File: src/rtl/cpu_pkg.sv
// rtl/cpu_pkg.sv - shared widths, opcode constants and instruction field helpers
package cpu_pkg;

    localparam int DEF_DATA_W     = 16;
    localparam int DEF_REG_ADDR_W = 4;
    localparam int DEF_OPC_W      = 4;
    localparam int DEF_INST_W     = 16;
    localparam int DEF_PC_W       = 16;

    localparam logic [3:0] OPC_LOAD = 4'h8;
    localparam logic [3:0] OPC_IMM  = 4'h9;
    localparam logic [3:0] OPC_BR   = 4'hF;

    // Callers cast the 32-bit result down to the field width they need.
    function automatic logic [31:0] getField(input logic [31:0] word, input int lsb, input int width);
        logic [31:0] mask;
        mask = (32'h1 << width) - 32'h1;
        return (word >> lsb) & mask;
    endfunction

    function automatic logic [31:0] signExtend(input logic [31:0] value, input int width);
        logic [31:0] mask;
        mask = (32'h1 << width) - 32'h1;
        if (((value >> (width - 1)) & 32'h1) != 32'h0) begin
            return value | ~mask;
        end
        return value & mask;
    endfunction

endpackage

File: src/rtl/regfile_bypass.sv
// rtl/regfile_bypass.sv - register file with hard-wired R0 and write-back bypass
module regfile_bypass
    import cpu_pkg::*;
#(
    parameter int DATA_W = DEF_DATA_W,
    parameter int ADDR_W = DEF_REG_ADDR_W
) (
    input  logic              clk,
    input  logic              reset,
    input  logic              wrEn,
    input  logic [ADDR_W-1:0] wrAddr,
    input  logic [DATA_W-1:0] wrData,
    input  logic [ADDR_W-1:0] rdAddr1,
    input  logic [ADDR_W-1:0] rdAddr2,
    output logic [DATA_W-1:0] rdData1,
    output logic [DATA_W-1:0] rdData2
);

    localparam int NREG = 2 ** ADDR_W;

    logic [DATA_W-1:0] regs [NREG];
    logic              wrLive;

    assign wrLive = wrEn && (wrAddr != '0);

    always_ff @(posedge clk or posedge reset) begin
        if (reset) begin
            for (int i = 0; i < NREG; i++) begin
                regs[i] <= '0;
            end
        end else if (wrLive) begin
            regs[wrAddr] <= wrData;
        end
    end

    // A write landing this cycle is forwarded so decode never sees stale data.
    always_comb begin
        rdData1 = '0;
        if (rdAddr1 != '0) begin
            rdData1 = (wrLive && wrAddr == rdAddr1) ? wrData : regs[rdAddr1];
        end
    end

    always_comb begin
        rdData2 = '0;
        if (rdAddr2 != '0) begin
            rdData2 = (wrLive && wrAddr == rdAddr2) ? wrData : regs[rdAddr2];
        end
    end

endmodule

File: src/rtl/decode_pipe.sv
// rtl/decode_pipe.sv - decode stage: field split, operand read, branch resolve, hazard and D/E register
module decode_pipe
    import cpu_pkg::*;
#(
    parameter int               DATA_W     = DEF_DATA_W,
    parameter int               REG_ADDR_W = DEF_REG_ADDR_W,
    parameter int               OPC_W      = DEF_OPC_W,
    parameter int               INST_W     = DEF_INST_W,
    parameter int               PC_W       = DEF_PC_W,
    parameter logic [OPC_W-1:0] LOAD_OPC   = OPC_LOAD,
    parameter logic [OPC_W-1:0] IMM_OPC    = OPC_IMM,
    parameter logic [OPC_W-1:0] BR_OPC     = OPC_BR
) (
    input  logic                  clk,
    input  logic                  reset,
    input  logic                  in_valid,
    output logic                  in_ready,
    input  logic [INST_W-1:0]     inst_d,
    input  logic [PC_W-1:0]       pc_d,
    input  logic                  stall_i,
    input  logic                  flush_i,
    input  logic                  wb_en,
    input  logic [REG_ADDR_W-1:0] wb_addr,
    input  logic [DATA_W-1:0]     wb_data,
    output logic                  e_valid,
    output logic [OPC_W-1:0]      e_opcode,
    output logic [REG_ADDR_W-1:0] e_src1,
    output logic [REG_ADDR_W-1:0] e_src2,
    output logic [REG_ADDR_W-1:0] e_dest,
    output logic [DATA_W-1:0]     e_data1,
    output logic [DATA_W-1:0]     e_data2,
    output logic [PC_W-1:0]       e_pc,
    output logic                  br_take,
    output logic [PC_W-1:0]       br_target,
    output logic                  hazard_stall
);

    logic [OPC_W-1:0]      opcode;
    logic [REG_ADDR_W-1:0] src1;
    logic [REG_ADDR_W-1:0] src2;
    logic [REG_ADDR_W-1:0] dest;
    logic [DATA_W-1:0]     rfData1;
    logic [DATA_W-1:0]     rfData2;
    logic [DATA_W-1:0]     data2;
    logic                  isImm;
    logic                  isBr;
    logic                  loadHit;
    logic                  accept;
    logic                  squash;

    assign opcode = OPC_W'(getField(32'(inst_d), INST_W - OPC_W, OPC_W));
    assign src1   = REG_ADDR_W'(getField(32'(inst_d), 2 * REG_ADDR_W, REG_ADDR_W));
    assign src2   = REG_ADDR_W'(getField(32'(inst_d), REG_ADDR_W, REG_ADDR_W));
    assign dest   = REG_ADDR_W'(getField(32'(inst_d), 0, REG_ADDR_W));

    assign isImm = (opcode == IMM_OPC);
    assign isBr  = (opcode == BR_OPC);

    regfile_bypass #(
        .DATA_W (DATA_W),
        .ADDR_W (REG_ADDR_W)
    ) u_regfile (
        .clk     (clk),
        .reset   (reset),
        .wrEn    (wb_en),
        .wrAddr  (wb_addr),
        .wrData  (wb_data),
        .rdAddr1 (src1),
        .rdAddr2 (src2),
        .rdData1 (rfData1),
        .rdData2 (rfData2)
    );

    assign data2 = isImm ? DATA_W'(signExtend(32'(src2), REG_ADDR_W)) : rfData2;

    // The immediate form carries a constant in src2, so only src1 can depend on the load.
    assign loadHit = (e_dest == src1) || (!isImm && (e_dest == src2));
    assign hazard_stall = in_valid && e_valid && (e_opcode == LOAD_OPC) &&
                          (e_dest != '0) && loadHit && !isBr;

    assign in_ready  = !stall_i && !hazard_stall;
    assign accept    = in_valid && in_ready;
    assign br_take   = accept && isBr && !squash && !flush_i;
    assign br_target = pc_d + PC_W'(signExtend(32'(dest), REG_ADDR_W));

    always_ff @(posedge clk or posedge reset) begin
        if (reset) begin
            e_valid  <= 1'b0;
            e_opcode <= '0;
            e_src1   <= '0;
            e_src2   <= '0;
            e_dest   <= '0;
            e_data1  <= '0;
            e_data2  <= '0;
            e_pc     <= '0;
            squash   <= 1'b0;
        end else if (flush_i) begin
            e_valid <= 1'b0;
            squash  <= 1'b0;
        end else if (stall_i) begin
            e_valid <= e_valid;
        end else if (hazard_stall) begin
            e_valid <= 1'b0;
        end else if (accept) begin
            e_valid  <= !squash;
            e_opcode <= opcode;
            e_src1   <= src1;
            e_src2   <= src2;
            e_dest   <= dest;
            e_data1  <= rfData1;
            e_data2  <= data2;
            e_pc     <= pc_d;
            // A branch in the shadow is itself killed and must not arm another squash.
            squash   <= isBr && !squash;
        end else begin
            e_valid <= 1'b0;
        end
    end

endmodule

File: config.mk
export PLATFORM = sky130hd
export DESIGN_NAME = decode_pipe
export DESIGN_NICKNAME = d
export VERILOG_FILES = /design/src/rtl/cpu_pkg.sv /design/src/rtl/regfile_bypass.sv /design/src/rtl/decode_pipe.sv
export SDC_FILE = /design/constraint.sdc
export NUM_CORES = 1
export LEC_CHECK = 0
export ABC_CLOCK_PERIOD_IN_PS = 20400
export CAP_MARGIN = 20
export CORE_MARGIN = 3
export CORE_UTILIZATION = 50
export DETAILED_ROUTE_END_ITERATION = 16
export PLACE_DENSITY = 0.7
export SKIP_LAST_GASP = 1
export SYNTH_ARGS = -nofsm -noshare
export SYNTH_HDL_FRONTEND = slang
export SYNTH_HIERARCHICAL = 1
export SYNTH_SLANG_ARGS = --single-unit
export TNS_END_PERCENT = 30
File: constraint.sdc
create_clock -name clk -period 20.4 [get_ports clk]
set_clock_uncertainty 0.15 [all_clocks]
set_input_delay 3.06 -clock clk [delete_from_list [all_inputs] [get_ports clk]]
set_output_delay 3.06 -clock clk [all_outputs]
set_load 0.02 [all_outputs]
## Word-level counts from Yosys, hierarchy flattened

Index checks and enable logic that the tools add are counted.

- Input bits: 58
- Flip-flop bits (word level): 322

- Reductions and logical operators: 30
- Order comparisons: 4
- Bitwise logic cells: 6
- Equal/unequal tests: 9
- $add $sub $neg: 1
- Muxes and demuxes: 28

Operators by type and width:

| cell | number |
|---|---|
| $bwmux W256 | 1 |
| $mux W16 | 14 |
| $bmux W16 S4 | 2 |
| $demux W16 S4 | 1 |
| $add A16 B16 Y16 | 1 |
| $eq A4 B4 Y1 | 4 |
| $logic_and A1 B1 Y1 | 16 |
| $reduce_bool A4 Y1 | 4 |
| $ge A5 B5 Y1 const B | 3 |
| $not A4 Y5 | 3 |
| $eq A4 B4 Y1 const B | 3 |
| $mux W1 | 10 |
| $logic_not A1 Y1 | 6 |
| $lt A5 B1 Y1 const B | 1 |
| $reduce_and A4 Y1 | 1 |
| $not A1 Y1 | 3 |
| $reduce_and A3 Y1 | 1 |
| $ne A2 B1 Y1 const B | 1 |
| $ne A2 B2 Y1 const B | 1 |
| $reduce_bool A2 Y1 | 1 |
| $logic_or A1 B1 Y1 | 1 |

## Longest topological paths before layout

- Depth after elaboration: 13
- Depth in mapped cells: 10
- Gate-level depth less buffers: 7

## Cells and area by module

The synthesis kept the hierarchy.

By module, submodules not included:

| module | area each (µm²) | cells an instance | sequential area each (µm²) | instances |
|---|---|---|---|---|
| regfile_bypass | 14147.3 | 1052 | 6406.1 | 1 |
| decode_pipe | 3773.6 | 304 | 1651.6 | 1 |

## Worst setup path after synthesis

No wires, ideal clock.

- Kind: input port to output port
- Start point: in inst_d[3]
- End point: out br_target[15]
- Path slack: 12132 ps
- Buffers on the path: 1
- Stages: 6
- Data required time: 17190 ps
- Data arrival time: 5058 ps
- Path through: ha_1 clkbuf_1 nand4_1 or2_2 o21a_1 o311ai_0

- Longest elaborated chain between the ends: 3

Ends and longest elaborated chain:

| item | line | source |
|---|---|---|
| start: declaration | decode_pipe.sv:18 | `input logic [INST_W-1:0] inst_d,` |
| $mux W1 | cpu_pkg.sv:24 | `if (((value >> (width - 1)) & 32'h1) != 32'h0) begin` |
| $mux W16 * | cpu_pkg.sv:27 | `return value & mask;` |
| $add A16 B16 Y16 * | decode_pipe.sv:84 | `assign br_target = pc_d + PC_W'(signExtend(32'(dest), REG_ADDR_W));` |
| end: declaration | decode_pipe.sv:34 | `output logic [PC_W-1:0] br_target,` |

Mark *: on every way between the ends. The rest lies on a longest branch, timed or not.

## Worst setup path after layout

- Start point: in inst_d[3]
- End point: out br_target[10]

The elaborated chain is that of the path after synthesis.

==> run summary <==
The run finished with clean final reports. The number of hold buffers added after CTS was 0. The maximum buffer depth of the clock tree is 3, and the number of unique standard cell types used by synthesis is 57. The run gives 0.56 ns as the latest clock arrival within the worst-skew pair. The most numerous cell type found on the critical path is sky130_fd_sc_hd__clkdlybuf4s50_1.

For the via count of the first global-routing pass, the log shows 13000. Counting the buffers created by CTS gives 36. The highest fanout seen on the critical path is 14.

The logs give 0.0000906 V for the peak supply drop and 32400 um for the sum of net half-perimeters after detailed placement. Across every metal layer, demand over resource in global routing totals 27.3%. The top cell types in the final layout, fill and taps aside, are 322 x sky130_fd_sc_hd__dfrtp_1, 207 x sky130_fd_sc_hd__mux2_2, 141 x sky130_fd_sc_hd__mux2i_1. The tools report the number of hold violations in the final report as 0. In this run the worst hold path is classified as flop to flop.

The first global-routing pass estimated 79900 um of wire. The analysis attributes to cell leakage a power of 8.88 nW. By area, the combinational part of the netlist is dominated by multiplexers. The fraction of final layout cells sized beyond drive strength 1 came out at 31.4%. Setup repair after global routing left no endpoint under its margin.

Xor and xnor area share after synthesis: 1.32%. Dividing total power by cell area gives a power density of 106 nW/um2. The mean area per synthesized cell works out to 13.2 um2. The critical path starts at inst_d[3]. The number of setup buffers added after CTS is 0.

The tools report the start of the worst register-to-register path as e_dest[3]. The core region is 35000 um2. The number of nets in the synthesized netlist is 1430. The total number of vias is 12600. The critical path's largest stage delay is 0.88 ns. The worst-margin pin slew is 1.18 ns, and the final estimated routing congestion in global placement is 0.870. The die is 195 um tall.

At the end of the flow, the number of nets in the layout was 1511. Relative to the synthesized area, the layout overhead comes to 16.0%. For the die area, the log shows 38100 um2. The flip-flop and latch count after synthesis was 322. The worst endpoint data arrival time was 6.60 ns; the die span in x was 195 um.

The final design utilization is 59.4%. Met2 usage in global routing: 43.8%. Final hold analysis gives a worst-case slack of 0.254 ns. 142 I/O pins were placed.

Area share of fa/ha/maj cells after synthesis: 1.16%. Setup violations remaining at the end of the flow were counted as 0. The final wirelength was 53200 um; the complex-gate fraction of the synthesized area was 8.17%. In this run the core area contains 68 standard-cell rows.

Entering global routing, the biggest net connects 120 pins. The global-route met3 utilization was 5.57%; the yosys synthesis warning count was 6. The run gives 45.0% as the proportion of synthesized chip area in sequential cells.

On the critical path, the stage with the largest delay is an instance of sky130_fd_sc_hd__clkdlybuf4s50_1. The clock input transition at the sequential cells of the worst setup and hold paths was 0.06 ns; the period utilization was 48.1%. Effective utilization at floorplan: 51.2%. TritonCTS built the clock tree.

After detailed routing, the average wire length per cell comes to 27.7 um. The layer carrying the most global-route usage was met2. The initial detailed-routing violation count is 1110, and the mux share of post-synthesis cell area is 35.9%. In this run the remaining antenna-violating nets after routing total 0. Max-cap violations in this run came to 0. In this run the most critical hold path is launched from u_regfile/regs[246]. The startpoint-to-endpoint class of the critical path was primary input to primary output. Summed over all failing endpoints, the final setup total negative slack is 0 ns. Timing would allow up to 102 MHz.

Element type at the critical path end: a primary output. The shortest period the worst path allows came out at 9.81 ns. The tools report the final number of max-transition violations as 0. The most common cell after layout, fill and taps aside is sky130_fd_sc_hd__dfrtp_1. In the routed layout, each cell is associated on average with a via count of 6.58.

Global routing used 35.8% of the available met1 tracks. The root buffer cell chosen for the clock tree is sky130_fd_sc_hd__clkbuf_16. The clock tree synthesis step divided the H-tree into 2 levels. The quantity of I/O buffers inserted on ports was 141. Before antenna repair, the detailed router went through 6 iterations. The global route total overflow came out at 0. The initial antenna violation count was 2.

The sort of element at the start of the critical path is a primary input. The logs give 322 for the count of clock tree sinks and 0 for the DRC violation count after routing. After synthesis the cells add up to 17900 um2.

Headroom to the max-slew limit came out at 21.3%. After Yosys synthesis, and, or, nand and nor cells account for 3.69% of the synthesized area. Traced cell by cell, the critical path runs through clkdlybuf4s50_1, ha_1, a21oi_1, o21bai_1, o31ai_1, or4b_2, o311ai_0, clkdlybuf4s50_1.

For the worst setup path, the data required time is 17.19 ns. For the number of gates resized after cts, the log shows 0. Synthesis produced 1356 cells.
==> critical path: cells and delay by family <==
family,cells,cell delay (ns)
compound gates,4,0.95
fa+ha+maj,1,0.40
buf+inv,2,1.55
simple gates,1,0.63
==> final timing paths <==
kind                                       end  slack (ns)  cells past startpoint
setup / recovery                 br_target[10]       10.59                      8
hold / removal             u_regfile/regs[246]        0.25                      0
setup reg to reg                   e_opcode[3]       17.37                      6
hold reg to reg            u_regfile/regs[246]        0.25                      0
max in group asynchronous  u_regfile/regs[190]       15.58                      3
min in group asynchronous            e_src2[1]        2.81                      2
==> area by class of cell <==
type                            instances  area (um2)
Multi-Input combinational cell        876        9030
Fill cell                            2695       14200
Clock inverter                         15         260
Clock buffer                           50        1070
Antenna cell                            2        5.00
Inverter                               24        97.6
Tap cell                              455         569
Timing Repair Buffer                  177        1690
Sequential cell                       322        8060
==> registers in the layout (all words and copies together), names as in the netlist <==
signal and flops:
e_opcode 4, e_pc 16, squash 1, e_dest 4, e_data1 16, e_src1 4
u_regfile/regs 256, e_valid 1, e_data2 16, e_src2 4
==> through the flow <==
step | total power, mW | instances | worst slack [ns] | area (um2)
3_5_place_dp | 1.47 | 1853 | 10.63 | 19400
6_report | 2.20 | 1921 | 10.59 | 20800
4_1_cts | 2.20 | 1918 | 10.63 | 20800
2_1_floorplan | 1.26 | 1356 | 10.15 | 17900
3_3_place_gp | 1.45 | 1851 | 10.78 | 19400
5_1_grt | 2.29 | 1920 | 10.40 | 20800
==> Yosys cell counts (all sizes together) <==
library cell,n,area [um2]
dfrtp,322,8060
mux2,296,3580
mux2i,141,1410
buf,91,604
o22ai,65,407
mux4,64,1440
clkbuf,43,161
nand3,36,185
a211oi,34,255
o31ai,34,255
a31oi,32,200
a21oi,27,135
inv,24,90.1
nor2,20,90.1
xnor2,16,140
ha,15,188
xor2,11,96.3
nand2,7,26.3
nand2b,6,37.5
nand3b,6,61.3
or3,6,37.5
nand4,5,31.3
nor3,5,25.0
or2,5,31.3
a21o,4,30.0
nor2b,4,25.0
o21bai,4,30.0
o311ai,4,35.0
or3b,4,35.0
nor4,3,18.8
o21ai,3,15.0
nor3b,2,15.0
o2111ai,2,17.5
o21a,2,15.0
o41ai,2,25.0
or4,2,15.0
a21boi,1,7.51
a31o,1,8.76
fa,1,20.0
nand4b,1,8.76
nor4b,1,8.76
o21ba,1,10.0
o2bb2ai,1,8.76
o31a,1,8.76
or4b,1,10.0
==> power breakdown <==
group          total (mW)  switching (mW)  leakage, nW  internal [mW]
combinational       0.576           0.259         4.24          0.317
clock               0.730           0.282        0.656          0.448
sequential          0.892           0.108         3.98          0.784
total                2.20           0.649         8.88           1.55
==> routing by layer <==
metal  vias to the layer above  routed length (um)  share of wire, %
met5                         -                   0                 0
met4                         0                2700               5.1
met3                       161                4190               7.9
met2                       635               25000                47
met1                      6544               21300                40
li1                       5307                   -                 -
==> kinds of logic after synthesis <==
logic type	after synthesis
muxes	501
DFF	322
AOI/OAI and AO/OA	218
buffers and inverters	158
and+or+nand+nor	114
xor gates and xnor gates	27
adders and majority gates	16
(Power assumes the default switching activity.)
